### src/rtl/vram_arb_pkg.sv
// vram_arbiter shared types: FSM states, grant codes, frame-buffer geometry.
package vram_arb_pkg;

  typedef enum logic [1:0] {
    S_IDLE   = 2'd0,
    S_ACCESS = 2'd1,
    S_RESP   = 2'd2
  } state_t;

  localparam logic [1:0] GNT_NONE = 2'b00;
  localparam logic [1:0] GNT_DISP = 2'b01;
  localparam logic [1:0] GNT_HOST = 2'b10;
  localparam logic [1:0] GNT_ALG  = 2'b11;

  localparam int FB_WIDTH  = 320;
  localparam int FB_HEIGHT = 240;
  localparam int FB_WORDS  = FB_WIDTH * FB_HEIGHT;

endpackage

### src/rtl/vram_arb_rr.sv
// Winner select: display strict priority, host/algorithm round-robin.
module vram_arb_rr
  import vram_arb_pkg::*;
(
  input  logic       disp_req,
  input  logic       host_req,
  input  logic       alg_req,
  input  logic       rr_host_next,
  output logic [1:0] grant
);

  always_comb begin
    grant = GNT_NONE;
    if (disp_req)
      grant = GNT_DISP;
    else if (host_req && alg_req)
      grant = rr_host_next ? GNT_HOST : GNT_ALG;
    else if (host_req)
      grant = GNT_HOST;
    else if (alg_req)
      grant = GNT_ALG;
  end

endmodule

### src/rtl/vram_arbiter.sv
// Single-owner frame-buffer RAM port arbiter (display/host/algorithm).
// Optional range check: define VRAM_ARB_RANGE_CHECK_EN.
module vram_arbiter
  import vram_arb_pkg::*;
#(
  parameter int ADDR_W    = 17,
  parameter int DATA_W    = 8,
  parameter int MEM_LAT   = 3,
  parameter int MEM_DEPTH = FB_WORDS
) (
  input  logic              clock,
  input  logic              reset,
  input  logic              disp_req,
  input  logic              host_req,
  input  logic              alg_req,
  input  logic              host_we,
  input  logic              alg_we,
  input  logic [ADDR_W-1:0] disp_addr,
  input  logic [ADDR_W-1:0] host_addr,
  input  logic [ADDR_W-1:0] alg_addr,
  input  logic [DATA_W-1:0] host_wdata,
  input  logic [DATA_W-1:0] alg_wdata,
  output logic              disp_ack,
  output logic              host_ack,
  output logic              alg_ack,
  output logic [DATA_W-1:0] disp_rdata,
  output logic [DATA_W-1:0] host_rdata,
  output logic [DATA_W-1:0] alg_rdata,
  output logic              host_err,
  output logic              alg_err,
  output logic [ADDR_W-1:0] mem_addr,
  output logic [DATA_W-1:0] mem_wdata,
  output logic              mem_we,
  input  logic [DATA_W-1:0] mem_rdata,
  output logic              busy,
  output logic [1:0]        grant_id
);

  localparam logic [3:0] LAT_LD = 4'(MEM_LAT - 1);

  if (MEM_LAT < 1 || MEM_LAT > 15) begin : g_bad_lat
    $error("vram_arbiter: MEM_LAT out of range");
  end
  if (MEM_DEPTH < 1 || MEM_DEPTH > (1 << ADDR_W)) begin : g_bad_depth
    $error("vram_arbiter: MEM_DEPTH exceeds address space");
  end

  state_t            state;
  logic [3:0]        lat_cnt;
  logic              rr_host_next;
  logic [1:0]        win;
  logic [ADDR_W-1:0] sel_addr;
  logic              sel_we;
  logic [DATA_W-1:0] sel_wdata;

  vram_arb_rr u_rr (
    .disp_req     (disp_req),
    .host_req     (host_req),
    .alg_req      (alg_req),
    .rr_host_next (rr_host_next),
    .grant        (win)
  );

  always_comb begin
    sel_addr  = '0;
    sel_we    = 1'b0;
    sel_wdata = '0;
    unique case (win)
      GNT_DISP: sel_addr = disp_addr;
      GNT_HOST: begin
        sel_addr  = host_addr;
        sel_we    = host_we;
        sel_wdata = host_wdata;
      end
      GNT_ALG: begin
        sel_addr  = alg_addr;
        sel_we    = alg_we;
        sel_wdata = alg_wdata;
      end
      default: ;
    endcase
  end

`ifdef VRAM_ARB_RANGE_CHECK_EN
  localparam logic [ADDR_W:0] DEPTH = (ADDR_W + 1)'(MEM_DEPTH);
  logic oor;
  assign oor = (win == GNT_HOST || win == GNT_ALG)
            && ({1'b0, sel_addr} >= DEPTH);
`else
  assign host_err = 1'b0;
  assign alg_err  = 1'b0;
`endif

  always_ff @(posedge clock or posedge reset) begin
    if (reset) begin
      state        <= S_IDLE;
      lat_cnt      <= '0;
      rr_host_next <= 1'b1;
      mem_addr     <= '0;
      mem_wdata    <= '0;
      mem_we       <= 1'b0;
      disp_ack     <= 1'b0;
      host_ack     <= 1'b0;
      alg_ack      <= 1'b0;
      disp_rdata   <= '0;
      host_rdata   <= '0;
      alg_rdata    <= '0;
      busy         <= 1'b0;
      grant_id     <= GNT_NONE;
`ifdef VRAM_ARB_RANGE_CHECK_EN
      host_err     <= 1'b0;
      alg_err      <= 1'b0;
`endif
    end else begin
      disp_ack <= 1'b0;
      host_ack <= 1'b0;
      alg_ack  <= 1'b0;
`ifdef VRAM_ARB_RANGE_CHECK_EN
      host_err <= 1'b0;
      alg_err  <= 1'b0;
`endif
      unique case (state)
        S_IDLE: begin
          if (win != GNT_NONE) begin
            grant_id <= win;
            busy     <= 1'b1;
            // Pointer favours whichever of host/alg just lost
            if (win == GNT_HOST)
              rr_host_next <= 1'b0;
            else if (win == GNT_ALG)
              rr_host_next <= 1'b1;
`ifdef VRAM_ARB_RANGE_CHECK_EN
            if (oor) begin
              state  <= S_RESP;
              mem_we <= 1'b0;
              if (win == GNT_HOST) begin
                host_ack   <= 1'b1;
                host_err   <= 1'b1;
                host_rdata <= '0;
              end else begin
                alg_ack   <= 1'b1;
                alg_err   <= 1'b1;
                alg_rdata <= '0;
              end
            end else
`endif
            begin
              mem_addr  <= sel_addr;
              mem_we    <= sel_we;
              mem_wdata <= sel_wdata;
              lat_cnt   <= LAT_LD;
              state     <= S_ACCESS;
            end
          end else begin
            mem_we <= 1'b0;
          end
        end
        S_ACCESS: begin
          if (lat_cnt == '0) begin
            mem_we <= 1'b0;
            state  <= S_RESP;
            unique case (grant_id)
              GNT_DISP: begin
                disp_ack   <= 1'b1;
                disp_rdata <= mem_rdata;
              end
              GNT_HOST: begin
                host_ack <= 1'b1;
                if (!mem_we) host_rdata <= mem_rdata;
              end
              GNT_ALG: begin
                alg_ack <= 1'b1;
                if (!mem_we) alg_rdata <= mem_rdata;
              end
              default: ;
            endcase
          end else begin
            lat_cnt <= lat_cnt - 4'd1;
          end
        end
        S_RESP: begin
          state    <= S_IDLE;
          grant_id <= GNT_NONE;
          busy     <= 1'b0;
        end
        default: state <= S_IDLE;
      endcase
    end
  end

endmodule

### config.mk
export PLATFORM = sky130hd
export DESIGN_NAME = vram_arbiter
export DESIGN_NICKNAME = d
export VERILOG_FILES = /design/src/rtl/vram_arb_pkg.sv /design/src/rtl/vram_arb_rr.sv /design/src/rtl/vram_arbiter.sv
export SDC_FILE = /design/constraint.sdc
export NUM_CORES = 1
export LEC_CHECK = 0
export ABC_AREA = 0
export CORE_UTILIZATION = 30
export DETAILED_ROUTE_END_ITERATION = 16
export GPL_TIMING_DRIVEN = 0
export PLACE_DENSITY = 0.61
export SYNTH_ARGS = -nofsm -noshare
export SYNTH_HDL_FRONTEND = slang
export SYNTH_HIERARCHICAL = 1
export SYNTH_SLANG_ARGS = --single-unit
### constraint.sdc
create_clock -name clock -period 2.3 [get_ports clock]
set_input_delay 0.575 -clock clock [delete_from_list [all_inputs] [get_ports clock]]
set_output_delay 0.575 -clock clock [all_outputs]
set_load 0.05 [all_outputs]
Word-level counts from Yosys, hierarchy flattened
Index checks and enable logic that the tools add are counted.

word-level totals
  bits in registers = 63
  bits of input ports = 82
  output and inout port bits = 58
  word-level logic and storage cells = 75

operators by class
  $add $sub $neg = 1
  equality and inequality tests = 11
  muxes and demuxes = 32
  bitwise logic cells = 1
  reductions and logical operators = 16

operator list
  cell                                                                   number
  17-bit case mux with 3 select lines                                    1
  8-bit case mux with 2 select lines                                     1
  1-bit two-way mux                                                      15
  2-bit two-way mux                                                      7
  2-bit equality test, second input constant                             5
  3-bit AND reduction                                                    3
  4-bit two-way mux                                                      2
  2-bit case mux with 2 select lines                                     2
  4-bit case mux with 2 select lines                                     1
  2-bit AND reduction                                                    4
  4-bit AND reduction                                                    2
  2-bit nonzero test                                                     4
  2-bit by 1-bit equality test with 1-bit output, second input constant  3
  2-bit != test, second input constant                                   3
  1-bit case mux with 2 select lines                                     3
  4-bit logical NOT                                                      1
  4-bit by 1-bit subtractor with 4-bit output, second input constant     1
  2-bit logical NOT                                                      1
  1-bit logical AND                                                      1
  1-bit inverter                                                         1

Depth between registers and ports, before layout
  depth after elaboration = 8
  gate-level depth with buffers = 8
  gate-level depth less buffers = 5

By module
The synthesis kept the hierarchy.

by module, submodules not included
  module        times used  cells an instance  area an instance (um^2)  sequential area each (um^2)
  vram_arbiter  1           231                2,972.9                  1,577.8
  vram_arb_rr   1           4                  18.8                     0.0

Least setup slack after synthesis
No wires, ideal clock.

  path type = register to register
  start point = reg lat_cnt[0]
  end point = reg alg_rdata[0]
  data arrival time = 1.997 ns
  data required time = 2.175 ns
  path slack = 0.178 ns
  stages on the path, launching flop included = 7
  path buffers = 1
  path through = dfrtp_1 > inv_1 > ha_1 > or3b_4 > or4_4 > buf_6 > mux2_4

on the way
  word-level cells in the longest chain between the ends = 2

RTL lines
  element                               line                 source
  start, declared                       vram_arbiter.sv:49   logic [3:0] lat_cnt;
  start signal, assigned                vram_arbiter.sv:178  lat_cnt <= lat_cnt - 4'd1;
  4-bit logical NOT                     vram_arbiter.sv:159  if (lat_cnt == '0) begin
  4-bit AND reduction (no source line)  -
  end signal, assigned                  vram_arbiter.sv:173  if (!mem_we) alg_rdata <= mem_rdata;
  end, declared                         vram_arbiter.sv:28   output logic [DATA_W-1:0] alg_rdata,

No other way between the ends.
A chain may end at the register's enable or synchronous reset.

Worst setup path after layout
  start point = reg lat_cnt[0]
  end point = reg alg_rdata[5]

The elaborated chain is that of the path after synthesis.

==> metrics.md <==
| Metric | Value |
|---|---|
| CTS tree | `built` |
| Crit Path Class | `register to register` |
| Req. time, crit path | `2.52 ns` |
| Post-synthesis sequential area ratio | `0.527` |
| Max Slew Vio Count | `0` |
| Syn avg cell area | `12.7 um^2` |
| Clock latency on the worst-skew pair | `0.33 ns` |
| DR vias/cell | `4.59` |
| Post-DP HPWL | `6130 um` |
| Cell breakdown of the critical path | `inv_1 > ha_2 > or3b_4 > or4_4 > buf_6 > mux2_4` |
| Max frequency | `447 MHz` |
| Hold path depth | `1` |
| Nets | `469` |
| CP max stage cell | `or4_4` |
| Clock Tree Buf Depth | `2` |
| Worst-case reg-to-reg path depth | `6` |
| Number of enable flip-flop cells after synthesis | `0` |
| Top cell type's share of synthesized area | `0.519` |
| Area grow syn2layout | `58.4%` |
| Via count | `2390` |
| Post-synth top flop | `dfrtp_1` |
| Total track usage | `0.159` |
| Synth Register Bits | `63` |
| Hold buffer count at CTS | `0` |
| Initial Utilization | `0.307` |
| Crit path depth | `6` |
| Async S/R FF share, synth | `1.00` |
| Vert. Die Dim | `102 um` |
| DRC | `0` |
| Crit path arrival time | `2.45 ns` |
| Critical path destination | `alg_rdata[5]$_DFFE_PP0P_` |
| Detail Route Antenna Nets | `0` |
| Leak | `2.14 nW` |
| Yosys warning total | `6` |
| Vias in the first global route | `2431` |
| Drt wl/cell | `15.1 um` |
| Reg2reg end | `alg_rdata[5]$_DFFE_PP0P_` |
| Gate Count Post-Synth | `235` |
| Critical Path Source | `lat_cnt[0]$_DFFE_PP0P_` |
| Antenna violations before repair | `0` |
| Max Clock Skew | `0.00632 ns` |
| Root buffer cell | `clkbuf_8` |
| Io pins | `140` |
| Maximum Capacitance Violations | `0` |
| CORE AREA | `0.00973 mm^2` |
| CP Buf/Inv Count | `2` |
| First-pass GRT wire length | `12300 um` |
| Setup crit start kind | `register` |
| Measured slew at the worst slew-check pin | `0.651 ns` |
| Total CTS buffers | `9` |
| # setup viols final | `0` |
| Tmin final | `2.24 ns` |
| Antenna cells | `0` |
| CP top delay family | `simple AND/OR/NAND/NOR gates` |
| Largest net degree at the start of global routing | `43` |
| Flop2flop setup slack | `0.06 ns` |
| Synth cell types | `38` |
| Total grt overflow | `0` |
| FP Rows | `36` |
| Worst Hold Class | `register to register` |
| Chip width | `102 um` |
| Worst setup EP type | `register` |
| Synthesized area | `0.00299 mm^2` |
| Port Buffer Count | `137` |
| Final hold vios | `0` |
| Headroom to the max-slew limit | `0.563` |
| Status | `complete, no violations` |
| Gpl congestion | `0.709` |
| DRT iter0 DRCs | `90` |
| Share of layout cells above drive strength 1 | `0.198` |
| Synth top area cells | `dfrtp_1 (52%), mux2_2 (13%), mux2i_1 (9.0%), o2bb2ai_1 (5.3%), mux2_4 (4.0%)` |
| Worst hold margin | `0.478 ns` |
| Die area | `0.0104 mm^2` |
| Max IR drop VDD | `515 uV` |
| Post-placement cell count | `507` |
| Fin crit share | `0.972` |
| Reg2reg start | `lat_cnt[0]$_DFFE_PP0P_` |
| Final WL | `7880 um` |
| Yosys top cell by area | `dfrtp_1` |
| Detailed Routing Iterations Pass 1 | `4` |
| Maximum fanout along the worst path | `8` |
| H-tree Lvls | `3` |
| Final Non-Filler Cells | `521` |
| PD cells | `1380 mW/mm^2` |
| Clock Pin Slew Worst Setup and Hold Paths | `0.06 ns` |
| Worst path max stage delay | `0.52 ns` |
| Clock sink count | `63` |
-- metrics by stage --
step            util  setup WS, ns  total power [mW]  instance area (um^2)  TNS (ns)
6_report       0.487        0.0634              6.56                  4740         0
3_3_place_gp   0.466         -1.02              5.73                  4530    -75.20
5_1_grt        0.487      -0.00127              6.91                  4740  -0.00127
3_5_place_dp   0.468        -0.507              5.78                  4550    -12.68
2_1_floorplan      -         0.157              4.46                  3000         0
4_1_cts        0.486        0.0144              6.62                  4730         0
-- cells in the mapped netlist (6+ instances only) --
library cell,instances
a21o_1,9
nor3_1,8
dfrtp_1,62
o2bb2ai_1,18
nor2_1,6
inv_1,9
o21ai_0,7
mux2_4,8
clkbuf_1,9
nand2_1,7
mux2_2,34
mux2i_1,27
-- flip-flops by register name, summed over array words and instances, names as in the netlist --
signal        count
mem_wdata         8
state             2
busy              1
rr_host_next      1
alg_rdata         8
host_ack          1
disp_ack          1
host_rdata        8
disp_rdata        8
lat_cnt           4
alg_ack           1
mem_we            1
mem_addr         17
grant_id          2
-- per-layer routing --
layer / vias to the layer above / wire (um) / track usage / share of wire
li1: 1150 / - / - / -
met1: 1175 / 3270 / 0.188 / 0.41
met2: 55 / 4190 / 0.280 / 0.53
met3: 10 / 283 / 0.0349 / 0.036
met4: 0 / 133 / 0.0626 / 0.017
met5: - / 0 / 0 / 0
-- how the worst min path moves through the flow --
stage | startpoint | end | slack (ns)
2_1_floorplan | state[1]$_DFFE_PP0P_ | grant_id[0]$_DFFE_PP0P_ | 0.51
3_3_place_gp | mem_wdata[2]$_DFFE_PP0P_ | mem_wdata[2]$_DFFE_PP0P_ | 0.46
3_5_place_dp | mem_wdata[4]$_DFFE_PP0P_ | mem_wdata[4]$_DFFE_PP0P_ | 0.47
4_1_cts | mem_wdata[4]$_DFFE_PP0P_ | mem_wdata[4]$_DFFE_PP0P_ | 0.48
5_1_grt | mem_wdata[5]$_DFFE_PP0P_ | mem_wdata[5]$_DFFE_PP0P_ | 0.49
6_report | mem_wdata[4]$_DFFE_PP0P_ | mem_wdata[4]$_DFFE_PP0P_ | 0.48
-- layout by cell type, fill, tap and decap left out, drive strengths merged, types with 2 or more instances in the layout --
| master | instances |
|---|---|
| a21o | 9 |
| nor3 | 8 |
| nand2b | 2 |
| clkdlybuf4s50 | 137 |
| mux2i | 27 |
| nand2 | 7 |
| clkinv | 3 |
| inv | 9 |
| mux2 | 42 |
| o2bb2ai | 18 |
| nor4 | 2 |
| buf | 8 |
| nor2b | 2 |
| conb | 2 |
| clkbuf | 19 |
| nor2 | 7 |
| o21ai | 8 |
| or2 | 2 |
| o22ai | 2 |
| dfrtp | 62 |
-- repair_timing --
item | 4_1_cts | 5_1_grt
pin swaps | 2 | 0
resized for setup | 5 | 5
cloned | 0 | 0
setup endpoints to repair | 43 | 27
setup buffers | 2 | 0
-- cells by family after synthesis --
logic type                 count (synthesis)  share of synthesized area
DFF                                       63                      0.527
other                                      1                    0.00125
muxes                                     69                      0.258
buffers and inverters                     24                     0.0355
adders and majority gates                  1                    0.00418
and+or+nand+nor                           37                     0.0728
AOI/OAI and AO/OA                         40                      0.100
-- where the power goes --
part,internal [mW],leakage (nW),switching [mW]
sequential,1.60,0.780,0.279
clock,0.399,0.0809,0.396
combinational,1.52,1.28,2.36
-- cell type report --
class                           count  area, um^2
Multi-Input combinational cell    149        1330
Clock inverter                      2        10.0
Clock buffer                       11         141
Sequential cell                    63        1580
Timing Repair Buffer              140        1410
Tap cell                          133         166
Inverter                           10        37.5
Buffer                             13        71.3
Fill cell                         936        4990
No activity file was read; power rests on OpenSTA's default activity.
==> variant: new RTL, config.mk and constraints unchanged <==
The option `VRAM_ARB_RANGE_CHECK_EN` is turned on by a define.
--- a/src/rtl/vram_arbiter.sv
+++ b/src/rtl/vram_arbiter.sv
@@ -1,5 +1,7 @@
 // Single-owner frame-buffer RAM port arbiter (display/host/algorithm).
 // Optional range check: define VRAM_ARB_RANGE_CHECK_EN.
+`define VRAM_ARB_RANGE_CHECK_EN
+
 module vram_arbiter
   import vram_arb_pkg::*;
 #(
Formal check against the unedited RTL: not equivalent (a bounded check fails within 4 cycles, from zero or initial values and one cycle with reset high).
==> variant against the unedited design <==
- cell count rose by 19%
- sequential cell count rose by 2
- utilization rose by 4.0 points
- global-route usage rose by 2.5 points
- the flow now finishes with violations (setup timing)
- non-clock buffer count rose by 22
- total power rose by 8.3%
- routed wire length rose by 23%
- hold slack improved by 0.58 ps
- worst setup slack got worse by 220 ps
- clock skew rose by 6.9 ps
- sequential share of layout area fell by 3.4 points
- design area rose by 15%
- critical endpoint is now host_rdata[1]
- synthesized area rose by 6.4%
==> variant: results (changes against the unedited design) <==
Iteration-0 DRC Markers 129 (+43%); Post-Synthesis Net Count 395; hold path depth 2 (+1); final net count 565 (+20%); hold endpoint disp_rdata[6]; TritonCTS buffer count 9 (unchanged); max FFs per register 17 (unchanged); hold_sp disp_rdata[6]; Seq/Total Area, Yosys 0.511 (-0.0162); outcome finished, violations left; first-pass GRT wire length 15,700 um (+27%); Fin Hold WS 478 ps (+0.579 ps); Lkg Pwr 2.40 nW (+12%); cell count after synthesis 311 (+32%); post-placement cell count 587 (+16%); r2r endpoint host_rdata[1]; CP arrival 2690 ps (+240 ps); CP max stage cell dfstp_2; setup TNS -4680 ps (-4680 ps); Final setup viols 46 (+46); r2r startpoint rr_host_next; pre-CTS WS -882 ps (-375 ps); share of cells above drive strength 1 0.270 (+0.0711); FF-to-FF path depth 10 (+4); flop2flop setup slack -160 ps (-220 ps); WL final 9670 um (+23%); final worst setup slack -160 ps (-223 ps); Ys Warns 6 (unchanged); post-synth top area share 0.503 (-0.0157); most frequent cells after synthesis 70 x nand2_1, 64 x dfrtp_1, 29 x o21ai_0; n_diodes 0 (unchanged); H-tree levels 3 (unchanged); largest net degree at the start of global routing 42 (-2.3%); clk slew on worst S/H paths 80 ps (+20 ps); routed len/inst 15.5 um (+2.9%); Slew HR 0.601 (+0.0383); max incr delay on CP 560 ps (+40 ps); clk buf depth 2 (unchanged); Netlist cell types 45 (+18%); post-placement cell area 4800 um^2 (+5.5%); GPL Wtd Cong 0.766 (+8.2%); Worst-Skew Late Latency 350 ps (+20 ps); maximum VDD drop 0.586 mV (+14%); vias per inst 4.79 (+4.5%); number of global-route vias before repair 3,052 (+26%); Final Util 0.527 (+0.0402); fillcell total 939 (+0.32%); largest cells by area after synthesis dfrtp_1 50%, nand2_1 8.3%, mux2_2 6.4%; first-pass iteration count of the detailed router 4 (unchanged); failing checks setup timing; Crit path max-delay family compound AO/OA/AOI/OAI gates; GR Util All Layers 0.184 (+0.0249); I/O Buffers 139 (+1.5%); hpwl dp 6820 um (+11%); Layout Skew 13.2 ps (+6.87 ps); commonest register cell after synthesis dfrtp_1; Root Buffer clkbuf_8
-- variant: how the worst max path moves through the flow --
| stage | start | end |
|---|---|---|
| after global routing | rr_host_next | host_rdata[1] |
| after CTS | rr_host_next | host_rdata[1] |
| after floorplan | host_req | host_rdata[0] |
| final | rr_host_next | host_rdata[1] |
| after global placement | reset | mem_addr[13] |
| after detailed placement | host_req | grant_id[0] |
-- variant: repair_timing --
item,in CTS,in global routing
endpoints found under the setup margin,53,50
gates cloned,5,1
buffers inserted,14,1
pin swaps,28,28
gates resized for setup,65,45
endpoints found under the hold margin,0,0
hold buffers,0,0
-- variant: layout make-up --
class / count / share of cell area
well taps: 136 / 0.0313
repair buffers: 159 / 0.292
clock inverters: 7 / 0.0143
multi-input cells: 220 / 0.309
plain buffers: 16 / 0.0244
clock buffers: 9 / 0.0228
flip-flops and latches: 65 / 0.299
inverters: 10 / 0.00690
-- variant: where the power goes --
group	leakage, nW	switching [mW]	internal [mW]
Clock	0.105	0.486	0.511
Combinational	1.46	2.59	1.62
Sequential	0.834	0.295	1.59
Total	2.40	3.38	3.73
-- variant: logic make-up (layout without fill, tap and decap cells) --
family / after synthesis / count (layout) / synth area share
compound gates: 83 / 84 / 0.189
simple gates: 102 / 102 / 0.137
fa+ha+maj: 2 / 2 / 0.00786
mux: 32 / 32 / 0.115
buf+inv: 27 / 201 / 0.0405
flops: 65 / 65 / 0.511
-- variant: routing by layer --
layer / up-vias / track usage / part of all wire
li1: 1431 / - / -
met1: 1446 / 0.228 / 0.43
met2: 93 / 0.312 / 0.50
met3: 12 / 0.0437 / 0.057
met4: 0 / 0.0624 / 0.017
met5: - / 0 / 0
-- variant: tightest hold or removal path: stages, from the launching register on --
cell     delay [ps]
dfrtp_1         350
nand2_1          50
nand2_1          50
